==> src/rtl/rom_fetch_unit_pkg.sv <==
// Shared types and constants for the program-ROM fetch unit.
package rom_fetch_unit_pkg;

    localparam int ADDR_W     = 8;
    localparam int DATA_W     = 8;
    localparam int FIFO_DEPTH = 4;

    localparam logic [ADDR_W-1:0] RESET_VECTOR = 8'h00;

    // One prefetched byte together with the ROM address it came from.
    typedef struct packed {
        logic [DATA_W-1:0] data;
        logic [ADDR_W-1:0] addr;
    } fetch_entry_t;

    // RESET_FILL: waiting for the first byte after reset/redirect.
    // STREAM:     at least one byte captured since the last restart.
    typedef enum logic [0:0] {
        RESET_FILL = 1'b0,
        STREAM     = 1'b1
    } fetch_state_t;

    // Next sequential fetch address; wraps modulo 2**ADDR_W.
    function automatic logic [ADDR_W-1:0] pc_next(input logic [ADDR_W-1:0] pc);
        return pc + ADDR_W'(1);
    endfunction

endpackage

==> src/rtl/rom_fetch_unit_if.sv <==
// Bus bundle between the fetch unit, the program ROM and the CPU decoder.
// The master modport is the fetch unit; the slave modport is its environment.
interface rom_fetch_unit_if;

    logic [rom_fetch_unit_pkg::ADDR_W-1:0] rom_addr;
    logic [rom_fetch_unit_pkg::DATA_W-1:0] rom_data;
    logic                                  redirect;
    logic [rom_fetch_unit_pkg::ADDR_W-1:0] redirect_addr;
    logic                                  instr_valid;
    logic                                  instr_ready;
    logic [rom_fetch_unit_pkg::DATA_W-1:0] instr_data;
    logic [rom_fetch_unit_pkg::ADDR_W-1:0] instr_addr;

    modport master (
        output rom_addr,
        input  rom_data,
        input  redirect,
        input  redirect_addr,
        output instr_valid,
        input  instr_ready,
        output instr_data,
        output instr_addr
    );

    modport slave (
        input  rom_addr,
        output rom_data,
        output redirect,
        output redirect_addr,
        input  instr_valid,
        output instr_ready,
        input  instr_data,
        input  instr_addr
    );

endinterface

==> src/rtl/rom_fetch_unit_fifo.sv <==
// Prefetch buffer: synchronous FIFO of fetch entries with flush.
// Flush wins over push and pop; the head is read straight from storage.
module fetch_fifo
    import rom_fetch_unit_pkg::*;
#(
    parameter int DEPTH = 4
) (
    input  logic                         clk,
    input  logic                         rst_n,
    input  logic                         push,
    input  fetch_entry_t                 push_entry,
    input  logic                         pop,
    input  logic                         flush,
    output fetch_entry_t                 head,
    output logic [$clog2(DEPTH):0]       count,
    output logic                         empty
);

    localparam int PTR_W = $clog2(DEPTH);
    localparam int CNT_W = PTR_W + 1;

    fetch_entry_t     mem_r [DEPTH];
    logic [PTR_W-1:0] wr_ptr_r;
    logic [PTR_W-1:0] rd_ptr_r;
    logic [CNT_W-1:0] count_r;

    logic empty_s;
    logic full_s;
    logic do_push_s;
    logic do_pop_s;

    // Occupancy flags and qualified push/pop (never pop empty, never push full).
    always_comb begin
        empty_s   = (count_r == CNT_W'(0));
        full_s    = (count_r == CNT_W'(DEPTH));
        do_pop_s  = pop & ~empty_s;
        do_push_s = push & (~full_s | do_pop_s);
    end

    // Storage, pointers and count; flush empties the buffer in one cycle.
    always_ff @(posedge clk or negedge rst_n) begin
        if (!rst_n) begin
            for (int i = 0; i < DEPTH; i++) begin
                mem_r[i] <= '{data: 8'h00, addr: 8'h00};
            end
            wr_ptr_r <= PTR_W'(0);
            rd_ptr_r <= PTR_W'(0);
            count_r  <= CNT_W'(0);
        end else if (flush) begin
            wr_ptr_r <= PTR_W'(0);
            rd_ptr_r <= PTR_W'(0);
            count_r  <= CNT_W'(0);
        end else begin
            if (do_push_s) begin
                mem_r[wr_ptr_r] <= push_entry;
                wr_ptr_r        <= wr_ptr_r + PTR_W'(1);
            end
            if (do_pop_s) begin
                rd_ptr_r <= rd_ptr_r + PTR_W'(1);
            end
            case ({do_push_s, do_pop_s})
                2'b10:   count_r <= count_r + CNT_W'(1);
                2'b01:   count_r <= count_r - CNT_W'(1);
                default: count_r <= count_r;
            endcase
        end
    end

    assign head  = mem_r[rd_ptr_r];
    assign count = count_r;
    assign empty = empty_s;

endmodule

==> src/rtl/rom_fetch_unit.sv <==
// Program-ROM fetch unit: sequential address generation, capture of the
// ROM's one-cycle read data, prefetch buffering and redirect handling.
// An epoch bit tags each in-flight request so data for a request issued
// before a redirect is never captured.
module rom_fetch_unit
    import rom_fetch_unit_pkg::*;
#(
    parameter int FIFO_DEPTH_P = FIFO_DEPTH
) (
    input  logic             clk,
    input  logic             rst_n,
    rom_fetch_unit_if.master bus
);

    localparam int CNT_W = $clog2(FIFO_DEPTH_P) + 1;

    logic [ADDR_W-1:0] pc_r;
    logic              infl_valid_r;
    logic [ADDR_W-1:0] infl_addr_r;
    logic              infl_epoch_r;
    logic              epoch_r;
    fetch_state_t      state_r;
    fetch_state_t      state_next_s;

    logic              pop_s;
    logic              push_s;
    logic              issue_s;
    logic [CNT_W:0]    occupancy_s;
    logic [CNT_W-1:0]  fifo_count_s;
    logic              fifo_empty_s;
    fetch_entry_t      head_s;
    fetch_entry_t      push_entry_s;

    // Handshake, capture and credit decisions; redirect suppresses all three.
    always_comb begin
        pop_s        = ~fifo_empty_s & bus.instr_ready & ~bus.redirect;
        push_s       = ~bus.redirect & infl_valid_r & (infl_epoch_r == epoch_r);
        occupancy_s  = {1'b0, fifo_count_s}
                     + {{CNT_W{1'b0}}, infl_valid_r}
                     - {{CNT_W{1'b0}}, pop_s};
        issue_s      = ~bus.redirect & (occupancy_s < (CNT_W+1)'(FIFO_DEPTH_P));
        push_entry_s = '{data: bus.rom_data, addr: infl_addr_r};
    end

    fetch_fifo #(
        .DEPTH      (FIFO_DEPTH_P)
    ) u_fifo (
        .clk        (clk),
        .rst_n      (rst_n),
        .push       (push_s),
        .push_entry (push_entry_s),
        .pop        (pop_s),
        .flush      (bus.redirect),
        .head       (head_s),
        .count      (fifo_count_s),
        .empty      (fifo_empty_s)
    );

    // PC, in-flight request tracking and epoch; redirect restarts fetching.
    always_ff @(posedge clk or negedge rst_n) begin
        if (!rst_n) begin
            pc_r         <= RESET_VECTOR;
            infl_valid_r <= 1'b0;
            infl_addr_r  <= RESET_VECTOR;
            infl_epoch_r <= 1'b0;
            epoch_r      <= 1'b0;
        end else if (bus.redirect) begin
            pc_r         <= bus.redirect_addr;
            infl_valid_r <= 1'b0;
            epoch_r      <= ~epoch_r;
        end else begin
            infl_valid_r <= issue_s;
            if (issue_s) begin
                infl_addr_r  <= pc_r;
                infl_epoch_r <= epoch_r;
                pc_r         <= pc_next(pc_r);
            end else begin
                pc_r         <= pc_r;
            end
        end
    end

    // Fill/stream status register.
    always_ff @(posedge clk or negedge rst_n) begin
        if (!rst_n) begin
            state_r <= RESET_FILL;
        end else begin
            state_r <= state_next_s;
        end
    end

    // Fill/stream next state: first capture enters STREAM, redirect returns to RESET_FILL.
    always_comb begin
        state_next_s = state_r;
        case (state_r)
            RESET_FILL: begin
                if (bus.redirect) begin
                    state_next_s = RESET_FILL;
                end else if (push_s) begin
                    state_next_s = STREAM;
                end else begin
                    state_next_s = RESET_FILL;
                end
            end
            STREAM: begin
                if (bus.redirect) begin
                    state_next_s = RESET_FILL;
                end else begin
                    state_next_s = STREAM;
                end
            end
            default: state_next_s = RESET_FILL;
        endcase
    end

    assign bus.rom_addr    = pc_r;
    assign bus.instr_valid = ~fifo_empty_s;
    assign bus.instr_data  = head_s.data;
    assign bus.instr_addr  = head_s.addr;

endmodule

==> src/flat_wrapper.sv <==
// flat-port wrapper written by rule: the top's interface ports become plain ports
module rom_fetch_unit_flat import rom_fetch_unit_pkg::*;
#(
    parameter int FIFO_DEPTH_P = FIFO_DEPTH
)
  (clk, rst_n, bus_rom_addr, bus_rom_data, bus_redirect, bus_redirect_addr, bus_instr_valid, bus_instr_ready, bus_instr_data, bus_instr_addr);
  rom_fetch_unit_if bus_i ();
  input  logic clk;
  input  logic rst_n;
  output wire logic [$bits(bus_i.rom_addr)-1:0] bus_rom_addr;
  input wire logic [$bits(bus_i.rom_data)-1:0] bus_rom_data;
  input wire logic [$bits(bus_i.redirect)-1:0] bus_redirect;
  input wire logic [$bits(bus_i.redirect_addr)-1:0] bus_redirect_addr;
  output wire logic [$bits(bus_i.instr_valid)-1:0] bus_instr_valid;
  input wire logic [$bits(bus_i.instr_ready)-1:0] bus_instr_ready;
  output wire logic [$bits(bus_i.instr_data)-1:0] bus_instr_data;
  output wire logic [$bits(bus_i.instr_addr)-1:0] bus_instr_addr;
  assign bus_rom_addr = bus_i.rom_addr;
  assign bus_i.rom_data = bus_rom_data;
  assign bus_i.redirect = bus_redirect;
  assign bus_i.redirect_addr = bus_redirect_addr;
  assign bus_instr_valid = bus_i.instr_valid;
  assign bus_i.instr_ready = bus_instr_ready;
  assign bus_instr_data = bus_i.instr_data;
  assign bus_instr_addr = bus_i.instr_addr;
  rom_fetch_unit #(.FIFO_DEPTH_P(FIFO_DEPTH_P)) u_core (.clk(clk), .rst_n(rst_n), .bus(bus_i));
endmodule
==> config.mk <==
export PLATFORM = sky130hd
export DESIGN_NAME = rom_fetch_unit_flat
export DESIGN_NICKNAME = d
export VERILOG_FILES = /design/src/rtl/rom_fetch_unit_pkg.sv /design/src/rtl/rom_fetch_unit_if.sv /design/src/rtl/rom_fetch_unit_fifo.sv /design/src/rtl/rom_fetch_unit.sv /design/src/flat_wrapper.sv
export SDC_FILE = /design/constraint.sdc
export NUM_CORES = 1
export LEC_CHECK = 0
export CAP_MARGIN = 15
export CORE_MARGIN = 2
export CORE_UTILIZATION = 50
export DETAILED_ROUTE_END_ITERATION = 10
export PLACE_DENSITY = 0.72
export SETUP_SLACK_MARGIN = 0.3
export SKIP_LAST_GASP = 1
export SYNTH_ARGS = -nofsm -noshare
export SYNTH_HDL_FRONTEND = slang
export SYNTH_SLANG_ARGS = --single-unit
==> constraint.sdc <==
create_clock -name clk -period 5.1 [get_ports clk]
set_input_delay 0.765 -clock clk [delete_from_list [all_inputs] [get_ports clk]]
set_output_delay 0.765 -clock clk [all_outputs]
set_load 0.01 [all_outputs]
== After elaboration in Yosys (flattened, before gate mapping) ==
Cells that the tools add are included.

* Word-level logic and storage cells: 68
* Output and inout bits: 25
* Bits of input ports: 20
* Flip-flop bits (word level): 90

* Reduce and logical (&&, ||, !) cells: 8
* $lt $le $gt $ge: 4
* Equality and inequality tests: 4
* Add/subtract/negate cells: 7
* Bitwise operators: 14
* Mux-type cells: 15

{| class="wikitable"
|+ Operators by type and width
! kind !! number
|-
| $bwmux 64 || 1
|-
| $mux 16 || 3
|-
| $bmux 16 s2 || 1
|-
| $demux 16 s2 || 1
|-
| $mux 8 || 2
|-
| $add 8x1->8 const B || 1
|-
| $mux 2 || 4
|-
| $and 1x1->1 || 7
|-
| $ge 3x3->1 const B || 2
|-
| $not 2->3 || 2
|-
| $pmux 3 s2 || 1
|-
| $reduce_bool 2->1 || 3
|-
| $add 2x1->2 const B || 2
|-
| $add 3x1->4 || 1
|-
| $lt 4x3->1 const B || 1
|-
| $not 1->1 || 4
|-
| $reduce_and 2->1 || 2
|-
| $sub 4x1->4 || 1
|-
| $add 3x1->3 const B || 1
|-
| $eq 3x3->1 const B || 1
|-
| $logic_not 3->1 || 1
|-
| $lt 3x1->1 const B || 1
|-
| $mux 3 || 1
|-
| $reduce_bool 3->1 || 1
|-
| 7 further kinds || 7
|}

== Longest topological paths before layout ==
Gate-level depths: netlist of run 1.

* Word-level depth: 10
* Gate-level depth with buffers: 12

== Cells and area by module ==
From an unflattened synthesis of run 1, not the netlist that was laid out.

* Cells, all modules: 328
* Area, all modules: 4745.8 um2

{| class="wikitable"
|+ By module, submodules not included
! module !! cells each !! instances !! seq. area each (um2) !! area an instance (um2)
|-
| fetch_fifo || 220 || 1 || 1776.7 || 3601.0
|-
| rom_fetch_unit || 108 || 1 || 475.5 || 1144.8
|}

== Least setup slack after synthesis of run 1 ==
OpenSTA, ideal clock, no wires.

* Kind: input to register
* From: in bus_redirect
* To: reg u_core.infl_addr_r[0]
* Required time: 4975 ps
* Arrival time: 3218 ps
* Slack: 1757 ps
* Cell stages on the path: 11
* Library setup time: 125 ps
* Cells stage by stage: clkbuf_1 > clkbuf_1 > nor2_1 > ha_1 > inv_1 > ha_1 > and3b_1 > or4_1 > buf_2 > a21oi_4 > mux2_2

* Cells in the longest elaborated chain, start to end: 6

{| class="wikitable"
|+ RTL lines
! item !! RTL line !! source
|-
| start: declaration || flat_wrapper.sv:12 || <nowiki>input wire logic [$bits(bus_i.redirect)-1:0] bus_redirect;</nowiki>
|-
| $not 1->1 (no source line) (*) || - ||
|-
| $and 1x1->1 || rom_fetch_unit.sv:36 || <nowiki>pop_s = ~fifo_empty_s & bus.instr_ready & ~bus.redirect;</nowiki>
|-
| $sub 4x1->4 || rom_fetch_unit.sv:40 || <nowiki>- {{CNT_W{1'b0}}, pop_s};</nowiki>
|-
| $lt 4x3->1 || rom_fetch_unit.sv:41 || <nowiki>issue_s = ~bus.redirect & (occupancy_s < (CNT_W+1)'(FIFO_DEPTH_P));</nowiki>
|-
| $and 1x1->1 || rom_fetch_unit.sv:41 ||
|-
| $reduce_and 2->1 (no source line) (*) || - ||
|-
| end signal: assignment || rom_fetch_unit.sv:74 || <nowiki>infl_addr_r <= pc_r;</nowiki>
|-
| end: declaration || rom_fetch_unit.sv:19 || <nowiki>logic [ADDR_W-1:0] infl_addr_r;</nowiki>
|}

Mark *: on every way between the ends. The rest lies on a longest branch, timed or not.
A chain may end at the register's enable or synchronous reset.

== Worst setup path after layout of run 1 ==
* From: reg u_core.u_fifo.count_r[0] (netlist: u_core.u_fifo.count[0])
* To: reg u_core.infl_addr_r[5]

* Cells in the longest elaborated chain, start to end: 8

{| class="wikitable"
|+ RTL lines
! item !! RTL line !! source
|-
| start: declaration || rom_fetch_unit_fifo.sv:25 || <nowiki>logic [CNT_W-1:0] count_r;</nowiki>
|-
| start signal: assignment || rom_fetch_unit_fifo.sv:62 || <nowiki>2'b10: count_r <= count_r + CNT_W'(1);</nowiki>
|-
| start signal: assignment || rom_fetch_unit_fifo.sv:63 || <nowiki>2'b01: count_r <= count_r - CNT_W'(1);</nowiki>
|-
| start signal: assignment || rom_fetch_unit_fifo.sv:64 || <nowiki>default: count_r <= count_r;</nowiki>
|-
| $logic_not 3->1 || rom_fetch_unit_fifo.sv:34 || <nowiki>empty_s = (count_r == CNT_W'(0));</nowiki>
|-
| $not 1->1 || rom_fetch_unit.sv:36 ||
|-
| $and 1x1->1 (2 in a row) || rom_fetch_unit.sv:36 ||
|-
| $sub 4x1->4 (*) || rom_fetch_unit.sv:40 ||
|-
| $lt 4x3->1 (*) || rom_fetch_unit.sv:41 ||
|-
| $and 1x1->1 (*) || rom_fetch_unit.sv:41 ||
|-
| $reduce_and 2->1 (no source line) (*) || - ||
|}

Marked as above.

==> results.json, run 1 <==
{
  "fin_crit_ns": 3.53,
  "synth_fa_ha_area_frac": 0.0290,
  "ys.warnings.count": 0,
  "sw_frac_of_total": 0.310,
  "hold_viol": 0,
  "fillers": 638,
  "numCtsBuffers": 9,
  "status": "finished clean",
  "die_w_microns": 95.1,
  "p_comb_frac": 0.383,
  "critPathCaptureType": "flip-flop",
  "syn_area_per_cell_sq_um": 14.5,
  "yosys.area_share.xor_xnor": 0.0254,
  "ant_nets": 0,
  "drive_above_1_share": 0.346,
  "p_sw_mw": 0.820,
  "p_leak_nw": 2.19,
  "p_clk_frac": 0.188,
  "utilization": 0.600,
  "maxSlewViolCount": 0,
  "cts_tree": "yes",
  "finalNetCount": 359,
  "gp_congestion": 0.785,
  "port_buffers": 44,
  "grt_setup_unrepaired": "false",
  "drc": 0,
  "share_seq_of_total_power": 0.429,
  "hold_ws_ns": 0.287,
  "fin_ws_ns": 1.57,
  "synth_compound_area_frac": 0.0371,
  "clock_latency_ns": 0.35,
  "firstDrtPassIters": 4,
  "ys_async_sr_fraction": 1.00,
  "finalPower_mw": 2.64,
  "syn_inst": 285,
  "max-vdd-ir-drop_mv": 0.282,
  "dp_hpwl_mm": 4.84,
  "areaGrowthSynthToFinish_pct": 17.7,
  "synth-simple-area-share": 0.0450,
  "postCtsSetupRepairBufs": 0,
  "hp-class": "primary input to async pin",
  "yosys_most_used_dff": "dfrtp_1",
  "floorplan.initialDensity": 0.510,
  "finalClockSkew_ns": 0.0120,
  "postCtsHoldBufs": 0,
  "coreArea_sq_um": 8130,
  "vias": 2415,
  "grt_pass1_wl_mm": 12.3,
  "die_area_sq_um": 9030,
  "grt_overflow": 0,
  "grt_max_degree": 70,
  "synth_seq_cells": 90,
  "antenna_cells": 0,
  "cts_buffer_depth": 2,
  "pre_cts_ws_ns": 1.36,
  "required_ns": 5.33,
  "post-route-period-util": 0.692,
  "ys_seq_area_frac": 0.543,
  "setup.worst_path.start": "u_core.u_fifo.count[0]",
  "slew_headroom": 0.376,
  "path_clk_slew_ns": 0.09,
  "grt_antenna_before_repair": 0,
  "cp-start-kind": "flip-flop",
  "setup_viol": 0,
  "cap_violations": 0,
  "fmax_ghz": 0.283,
  "io-pin-count": 45,
  "crit_fanout": 10,
  "cts_resized": 0,
  "first_global_vias": 2477,
  "r2r-start": "u_core.u_fifo.count[0]",
  "synth_top_family_by_area": "multiplexers",
  "ys_types": 36,
  "intPower_mw": 1.82,
  "grt_util_all_layers": 0.180,
  "synth.cell_area_sq_um": 4150,
  "syn-num-nets": 314,
  "powerDensity_nw_per_um2": 542,
  "cts_root_buf": "clkbuf_8",
  "yosys-mux-area-fraction": 0.296,
  "clock_sinks": 90,
  "drt-total-wl_mm": 7.29,
  "worstMarginPinSlew_ns": 0.928,
  "setup_tns_ns": 0,
  "drtIter0Drc": 97,
  "fp.dieH_microns": 95.1,
  "synth-edff-count": 0,
  "rows": 33,
  "via_per_inst": 5.49,
  "h-tree-depth": 3,
  "critical_path_arrival_ns": 3.76,
  "wl_per_cell_microns": 16.6,
  "crit_type": "flip-flop to flip-flop"
}
sequential cells by signal, summed over array words and instances (netlist names):
| register | cells |
|---|---|
| u_core.bus.rom_addr | 8 |
| u_core.infl_epoch_r | 1 |
| u_core.infl_addr_r | 8 |
| u_core.u_fifo.count | 3 |
| u_core.u_fifo.wr_ptr_r | 2 |
| u_core.u_fifo.mem_r | 64 |
| u_core.infl_valid_r | 1 |
| u_core.epoch_r | 1 |
| u_core.u_fifo.rd_ptr_r | 2 |
synthesized netlist by cell type, types with 2 or more instances:
| master | instances | area share |
|---|---|---|
| mux2_2 | 75 | 0.20 |
| o21ai_0 | 6 | 0.0072 |
| a21oi_1 | 7 | 0.0085 |
| xnor2_1 | 8 | 0.017 |
| mux4_2 | 16 | 0.087 |
| nor2_1 | 5 | 0.0045 |
| mux2i_1 | 2 | 0.0048 |
| nand2_2 | 4 | 0.0060 |
| buf_4 | 4 | 0.0072 |
| and2_1 | 3 | 0.0045 |
| dfrtp_1 | 90 | 0.54 |
| clkbuf_1 | 4 | 0.0036 |
| nand4_1 | 2 | 0.0030 |
| ha_1 | 8 | 0.024 |
| buf_2 | 4 | 0.0048 |
| nand2_1 | 12 | 0.011 |
| xor2_1 | 4 | 0.0085 |
| inv_1 | 9 | 0.0081 |
| nand3_1 | 3 | 0.0036 |
| or3_1 | 2 | 0.0030 |
| o31ai_1 | 2 | 0.0036 |
final timing paths:
| kind | to | slack (ns) | cells after the start |
|---|---|---|---|
| max in group asynchronous | u_core.u_fifo.mem_r[6] | 3.67 | 2 |
| min | u_core.u_fifo.mem_r[19] | 0.29 | 1 |
| max reg2reg | u_core.infl_addr_r[5] | 1.57 | 9 |
| min reg2reg | u_core.u_fifo.mem_r[0] | 0.51 | 1 |
| min in group clk | u_core.u_fifo.mem_r[0] | 0.51 | 1 |
| max | u_core.infl_addr_r[5] | 1.57 | 9 |
critical path, stage by stage, from the launching register on:
cell,delay (ns)
dfrtp_1,0.47
o31ai_1,0.81
nor2_1,0.09
ha_1,0.21
inv_1,0.05
ha_1,0.21
and3b_1,0.17
or4_1,0.63
a21oi_4,0.39
mux2_2,0.38
per-layer routing:
metal  wire, microns  share of wire  global-route usage  vias up
met4             159          0.022              0.0761        0
met2            3370           0.46               0.276       55
met3             292          0.040              0.0316       13
met1            3470           0.48               0.256     1224
met5               0              0                   0        -
li1                -              -                   -     1123
cell type report:
class                   instances  area, sq um  area share
inverters                       9         33.8     0.00692
clock inverters                 6         73.8      0.0151
repair buffers                 47          460      0.0944
flip-flops and latches         90         2250       0.462
clock buffers                  10          138      0.0282
well taps                     105          131      0.0269
multi-input cells             173         1790       0.367
per-stage QoR:
step | std cells | area [sq um]
2_1_floorplan | 285 | 4150
3_3_place_gp | 424 | 4670
3_5_place_dp | 424 | 4670
4_1_cts | 440 | 4880
5_1_grt | 440 | 4880
6_report | 440 | 4880
power groups by stage:
| stage | Sequential (mW) | Combinational, mW | Clock, mW |
|---|---|---|---|
| after detailed placement | 1.15 | 1.03 | 0 |
| after floorplan | 1.09 | 0.686 | 0 |
| final | 1.13 | 1.01 | 0.497 |
| after global placement | 1.14 | 1.00 | 0 |
| after global routing | 1.17 | 1.11 | 0.541 |
| after CTS | 1.13 | 1.03 | 0.509 |
cell usage in the layout, fill, tap and decap left out, types with 2 or more instances in the layout:
cell type	n
ha_1	8
nand3_1	3
nand2_1	12
nor2_1	5
mux4_2	16
xnor2_1	8
mux2i_1	2
or3_1	2
mux2_2	75
xor2_1	4
nand4_1	2
o21ai_0	6
and2_1	3
dfrtp_1	90
nand2_2	4
clkbuf_8	10
clkdlybuf4s50_1	43
o31ai_1	2
buf_4	4
inv_1	9
a21oi_1	7
clkinv_4	4
logic make-up (layout without fill, tap and decap cells):
| logic type | Yosys count | after routing |
|---|---|---|
| muxes | 93 | 93 |
| DFF | 90 | 90 |
| and+or+nand+nor | 36 | 36 |
| AOI/OAI and AO/OA | 23 | 23 |
| buffers and inverters | 22 | 72 |
| xor gates and xnor gates | 12 | 12 |
| adders and majority gates | 9 | 9 |
Note: power is estimated with default switching activity, not from simulation.
==> run 2, diff against run 1 <==
Settings changed: PLACE_DENSITY 0.72 to 0.75.
Clock period 5.1 ns to 3.2 ns, I/O delays scaled along.
==> run 2 against run 1 <==
Against the previous run: via count about the same; worst hold slack worse by 0.26 ns; worst setup slack got worse by 1.1 ns; combinational power rose by 66%; final cell count rose by 0.91%; wire length increased by 0.80%; cell area is 1.6% higher; sequential cell count unchanged; first-iteration DRC count decreased by 23%; global-route usage is 0.13 points higher; clock power is 54% higher; core utilization grew 0.98 points; critical endpoint is now u_core.bus.rom_addr[4]; largest cell class unchanged.
==> results.json, run 2 (synthesized netlist as in run 1, its figures left out) <==
{
  "floorplan.initialDensity": 0.510,
  "dp_hpwl_mm": 4.78,
  "finalNetCount": 363,
  "fp.dieH_microns": 95.1,
  "firstDrtPassIters": 4,
  "crit_top_cell": "ha_1",
  "sw_frac_of_total": 0.305,
  "final_common_cell": "dfrtp_1",
  "required_ns": 3.44,
  "drive_above_1_share": 0.354,
  "max_stage_delay_ns": 0.51,
  "max-vdd-ir-drop_mv": 0.507,
  "drtIter0Drc": 75,
  "fin_ws_ns": 0.440,
  "share_seq_of_total_power": 0.428,
  "postCtsHoldBufs": 0,
  "cts_tree": "yes",
  "intPower_mw": 2.97,
  "ant_nets": 0,
  "clock_sinks": 90,
  "met1_length_mm": 3.37,
  "hp-class": "primary input to async pin",
  "r2r-start": "u_core.u_fifo.count[0]",
  "hold_viol": 0,
  "crit_type": "flip-flop to flip-flop",
  "top_register": "u_core.u_fifo.mem_r",
  "die_w_microns": 95.1,
  "post-route-period-util": 0.863,
  "final_cell_mix": "dfrtp_1 (90), mux2_2 (75), clkdlybuf4s50_1 (42), mux4_2 (16), nand2_1 (12)",
  "antenna_cells": 0,
  "finalPower_mw": 4.27,
  "grt_max_degree": 91,
  "drt-total-wl_mm": 7.35,
  "p_leak_nw": 2.22,
  "cap_violations": 0,
  "critical_path_arrival_ns": 3.00,
  "drc": 0,
  "reg2reg_depth": 11,
  "crit_fanout": 6,
  "rows": 33,
  "fmax_ghz": 0.362,
  "numCtsBuffers": 9,
  "maxSlewViolCount": 0,
  "p_clk_frac": 0.179,
  "grt_util_all_layers": 0.181,
  "p_sw_mw": 1.30,
  "areaGrowthSynthToFinish_pct": 19.6,
  "status": "finished clean",
  "largest_reg_flops": 64,
  "coreArea_sq_um": 8130,
  "fin_crit_ns": 2.76,
  "grt_pass1_wl_mm": 12.3,
  "vias": 2413,
  "grt_setup_unrepaired": "false",
  "r2r-end": "u_core.bus.rom_addr[4]",
  "powerDensity_nw_per_um2": 860,
  "finalClockSkew_ns": 0.0111,
  "p_comb_frac": 0.393,
  "setup_viol": 0,
  "worstMarginPinSlew_ns": 0.836,
  "postCtsSetupRepairBufs": 0,
  "cp-start-kind": "flip-flop",
  "path_clk_slew_ns": 0.08,
  "met3WireLength_microns": 243,
  "slew_headroom": 0.443,
  "gp_congestion": 0.811,
  "grt_overflow": 0,
  "cts_root_buf": "clkbuf_8",
  "io-pin-count": 45,
  "h-tree-depth": 3,
  "clock_latency_ns": 0.35,
  "pre_cts_ws_ns": -0.0366,
  "first_global_vias": 2570,
  "route.met2.wl_mm": 3.64,
  "wl_per_cell_microns": 16.6,
  "crit_path_top_delay_cell": "or4_4",
  "worstPathCellList": "o31ai_4 -> nor2_1 -> ha_1 -> inv_1 -> ha_1 -> and3b_1 -> or4_4 -> buf_4 -> a21oi_1 -> xor2_1 -> mux2_2",
  "grt_antenna_before_repair": 0,
  "cts_buffer_depth": 2,
  "via_per_inst": 5.43,
  "cts_resized": 0,
  "port_buffers": 44,
  "reg2reg_slack_ns": 0.44,
  "die_area_sq_um": 9030,
  "critPathCaptureType": "flip-flop",
  "highest_layer": "met4"
}
-- run 2: changes by cell type in the layout (fill, tap and decap cells not counted), sizes merged --
cell           before  now
buf                 4    8
clkbuf             10   12
clkdlybuf4s50      43   42
clkinv              4    2
clkinvlp            0    1
dlymetal6s2s        0    1
inv                10    9
-- run 2: per-layer routing --
| layer | global-route usage | vias up |
|---|---|---|
| met5 | 0 | - |
| met4 | 0.0761 | 0 |
| met3 | 0.0292 | 10 |
| met2 | 0.291 | 55 |
| met1 | 0.248 | 1218 |
| li1 | - | 1130 |
-- run 2: final cells by class --
type / instances / area (sq um)
sequential: 90 / 2250
inverter: 9 / 33.8
timing repair buffer: 51 / 538
fill: 642 / 3170
multi-input combinational: 173 / 1810
clock buffer: 12 / 145
tap: 105 / 131
clock inverter: 4 / 51.3
-- run 2: stage by stage --
| stage | setup TNS, ns | hold WS [ns] | std cells | utilization | cell area [sq um] |
|---|---|---|---|---|---|
| after detailed placement | -0.0366 | 0.490 | 427 | 0.581 | 4730 |
| final | 0 | 0.0297 | 444 | 0.610 | 4960 |
| after floorplan | 0 | 0.184 | 285 | - | 4160 |
| after global routing | 0 | 0.0320 | 444 | 0.610 | 4960 |
| after CTS | 0 | 0.378 | 443 | 0.606 | 4930 |
| after global placement | 0 | 0.482 | 427 | 0.581 | 4730 |
-- run 2: worst max-delay path by stage --
stage | from | to | slack (ns) | cells after the start
floorplan | bus_redirect | u_core.infl_addr_r[0] | 0.36 | 11
detailed placement | bus_instr_ready | u_core.bus.rom_addr[4] | -0.04 | 12
CTS | bus_instr_ready | u_core.bus.rom_addr[4] | 0.33 | 12
global placement | bus_instr_ready | u_core.bus.rom_addr[4] | 0.04 | 12
finish | u_core.u_fifo.count[0] | u_core.bus.rom_addr[4] | 0.44 | 11
global route | u_core.u_fifo.count[0] | u_core.bus.rom_addr[4] | 0.32 | 11
-- run 2: worst max-delay path: cells and delay by family (launching register included) --
family / cells / cell delay (ns)
xor+xnor: 1 / 0.09
mux: 1 / 0.26
compound gates: 2 / 0.44
buf+inv: 2 / 0.24
fa+ha+maj: 2 / 0.39
simple gates: 3 / 0.75
flops: 1 / 0.49
-- run 2: power by group through the flow --
stage               sequential, mW  combinational, mW  clock (mW)
floorplan                     1.74               1.10           0
global placement              1.83               1.66           0
detailed placement            1.85               1.69           0
CTS                           1.83               1.70       0.789
global route                  1.89               1.83       0.842
finish                        1.82               1.68       0.765
==> run 3, diff against run 2 <==
Settings changed: CORE_UTILIZATION 50 to 51, PLACE_DENSITY 0.75 to 0.76.
==> run 3 against run 2 <==
Against the previous run: sequential power barely moved; register-to-register slack improved by 0.03 ns; worst hold slack improved by 0.16 ns; total power rose by 2.2%; sequential cell count did not move; largest cell class unchanged; largest power group unchanged.
==> results.json, run 3 (synthesized netlist as in run 1, its figures left out) <==
{
  "dp_hpwl_mm": 4.97,
  "cp_top_family": "simple AND/OR/NAND/NOR gates",
  "coreArea_sq_um": 7810,
  "cts_root_buf": "clkbuf_8",
  "h-tree-depth": 3,
  "cp-start-kind": "primary input",
  "vias": 2459,
  "cts_tree": "yes",
  "fp.dieH_microns": 94.2,
  "p_leak_nw": 2.22,
  "critPathCaptureType": "flip-flop",
  "max_stage_delay_ns": 0.52,
  "pre_cts_ws_ns": -0.0434,
  "crit_path_top_delay_cell": "clkdlybuf4s50_1",
  "slew_headroom": 0.450,
  "finalNetCount": 364,
  "fmax_ghz": 0.359,
  "drc": 0,
  "critical_path_arrival_ns": 3.03,
  "finalPower_mw": 4.36,
  "path_clk_slew_ns": 0.09,
  "max-vdd-ir-drop_mv": 0.432,
  "r2r-start": "u_core.u_fifo.count[0]",
  "worstPathCellList": "clkdlybuf4s50_1 -> o31ai_4 -> nor2_1 -> ha_1 -> inv_1 -> ha_1 -> and3b_1 -> or4_4 -> buf_4 -> a21oi_1 -> xor2_1 -> mux2_2",
  "drtIter0Drc": 127,
  "powerDensity_nw_per_um2": 877,
  "utilization": 0.637,
  "drt-total-wl_mm": 7.46,
  "final_cell_mix": "dfrtp_1 (90), mux2_2 (75), clkdlybuf4s50_1 (43), mux4_2 (16), nand2_1 (12)",
  "top_register": "u_core.u_fifo.mem_r",
  "postCtsHoldBufs": 0,
  "fin_ws_ns": 0.417,
  "port_buffers": 44,
  "worstMarginPinSlew_ns": 0.825,
  "ant_nets": 0,
  "gp_congestion": 0.784,
  "cap_violations": 0,
  "grt_util_all_layers": 0.185,
  "path_buf_inv": 3,
  "hold_ws_ns": 0.186,
  "firstDrtPassIters": 4,
  "largest_reg_flops": 64,
  "areaGrowthSynthToFinish_pct": 19.9,
  "cts_buffer_depth": 2,
  "via_per_inst": 5.56,
  "floorplan.initialDensity": 0.531,
  "setup_viol": 0,
  "grt_antenna_before_repair": 0,
  "die_area_sq_um": 8870,
  "maxSlewViolCount": 0,
  "hp-class": "primary input to async pin",
  "antenna_cells": 0,
  "io-pin-count": 45,
  "final_common_cell": "dfrtp_1",
  "grt_max_degree": 61,
  "required_ns": 3.44,
  "finalClockSkew_ns": 0.0126,
  "first_global_vias": 2530,
  "grt_overflow": 0,
  "fin_crit_ns": 2.78,
  "post-route-period-util": 0.870,
  "grt_pass1_wl_mm": 12.3,
  "fillers": 582,
  "setup.worst_path.start": "bus_instr_ready",
  "crit_top_cell": "ha_1",
  "clock_sinks": 90,
  "wl_per_cell_microns": 16.9,
  "rows": 32,
  "grt_setup_unrepaired": "false",
  "clock_latency_ns": 0.36,
  "numCtsBuffers": 9,
  "crit_type": "primary input to flip-flop",
  "status": "finished clean",
  "crit_fanout": 4,
  "place_inst": 426,
  "die_w_microns": 94.2,
  "drive_above_1_share": 0.362,
  "hold_viol": 0,
  "stdcell_count": 442
}
## run 3: final timing paths
kind	end	slack (ns)	cells after the start
max in group asynchronous	u_core.u_fifo.mem_r[8]	2.27	2
min	u_core.u_fifo.mem_r[32]	0.19	1
max reg2reg	u_core.bus.rom_addr[4]	0.47	11
min reg2reg	u_core.u_fifo.mem_r[13]	0.51	1
min in group clk	u_core.u_fifo.mem_r[13]	0.51	1
max	u_core.bus.rom_addr[4]	0.42	12
## run 3: metal layers
| layer | vias up | part of all wire | global-route usage |
|---|---|---|---|
| met5 | - | 0 | 0 |
| met4 | 0 | 0.018 | 0.0809 |
| met3 | 10 | 0.034 | 0.0337 |
| met2 | 54 | 0.50 | 0.301 |
| met1 | 1268 | 0.45 | 0.244 |
| li1 | 1127 | - | - |
## run 3: layout make-up
cell class	count	area [sq um]	share of cell area
clock buffers	10	138	0.0277
clock inverters	6	88.8	0.0179
inverters	9	33.8	0.00680
multi-input cells	173	1810	0.364
flip-flops and latches	90	2250	0.453
well taps	102	128	0.0257
repair buffers	52	523	0.105
## run 3: repair_timing
item / CTS / global route
setup buffers: 0 / 0
resized for setup: 0 / 1
endpoints found under the setup margin: 0 / 4
## run 3: metrics by stage
step / TNS [ns] / area (sq um)
after global routing: 0 / 4970
after global placement: 0 / 4740
after floorplan: 0 / 4160
final: 0 / 4970
after detailed placement: -0.0918 / 4740
after CTS: 0 / 4970
## run 3: power breakdown
part | internal (mW) | switching, mW | leakage [nW]
combinational | 1.06 | 0.611 | 0.944
sequential | 1.52 | 0.309 | 1.17
clock | 0.462 | 0.400 | 0.109
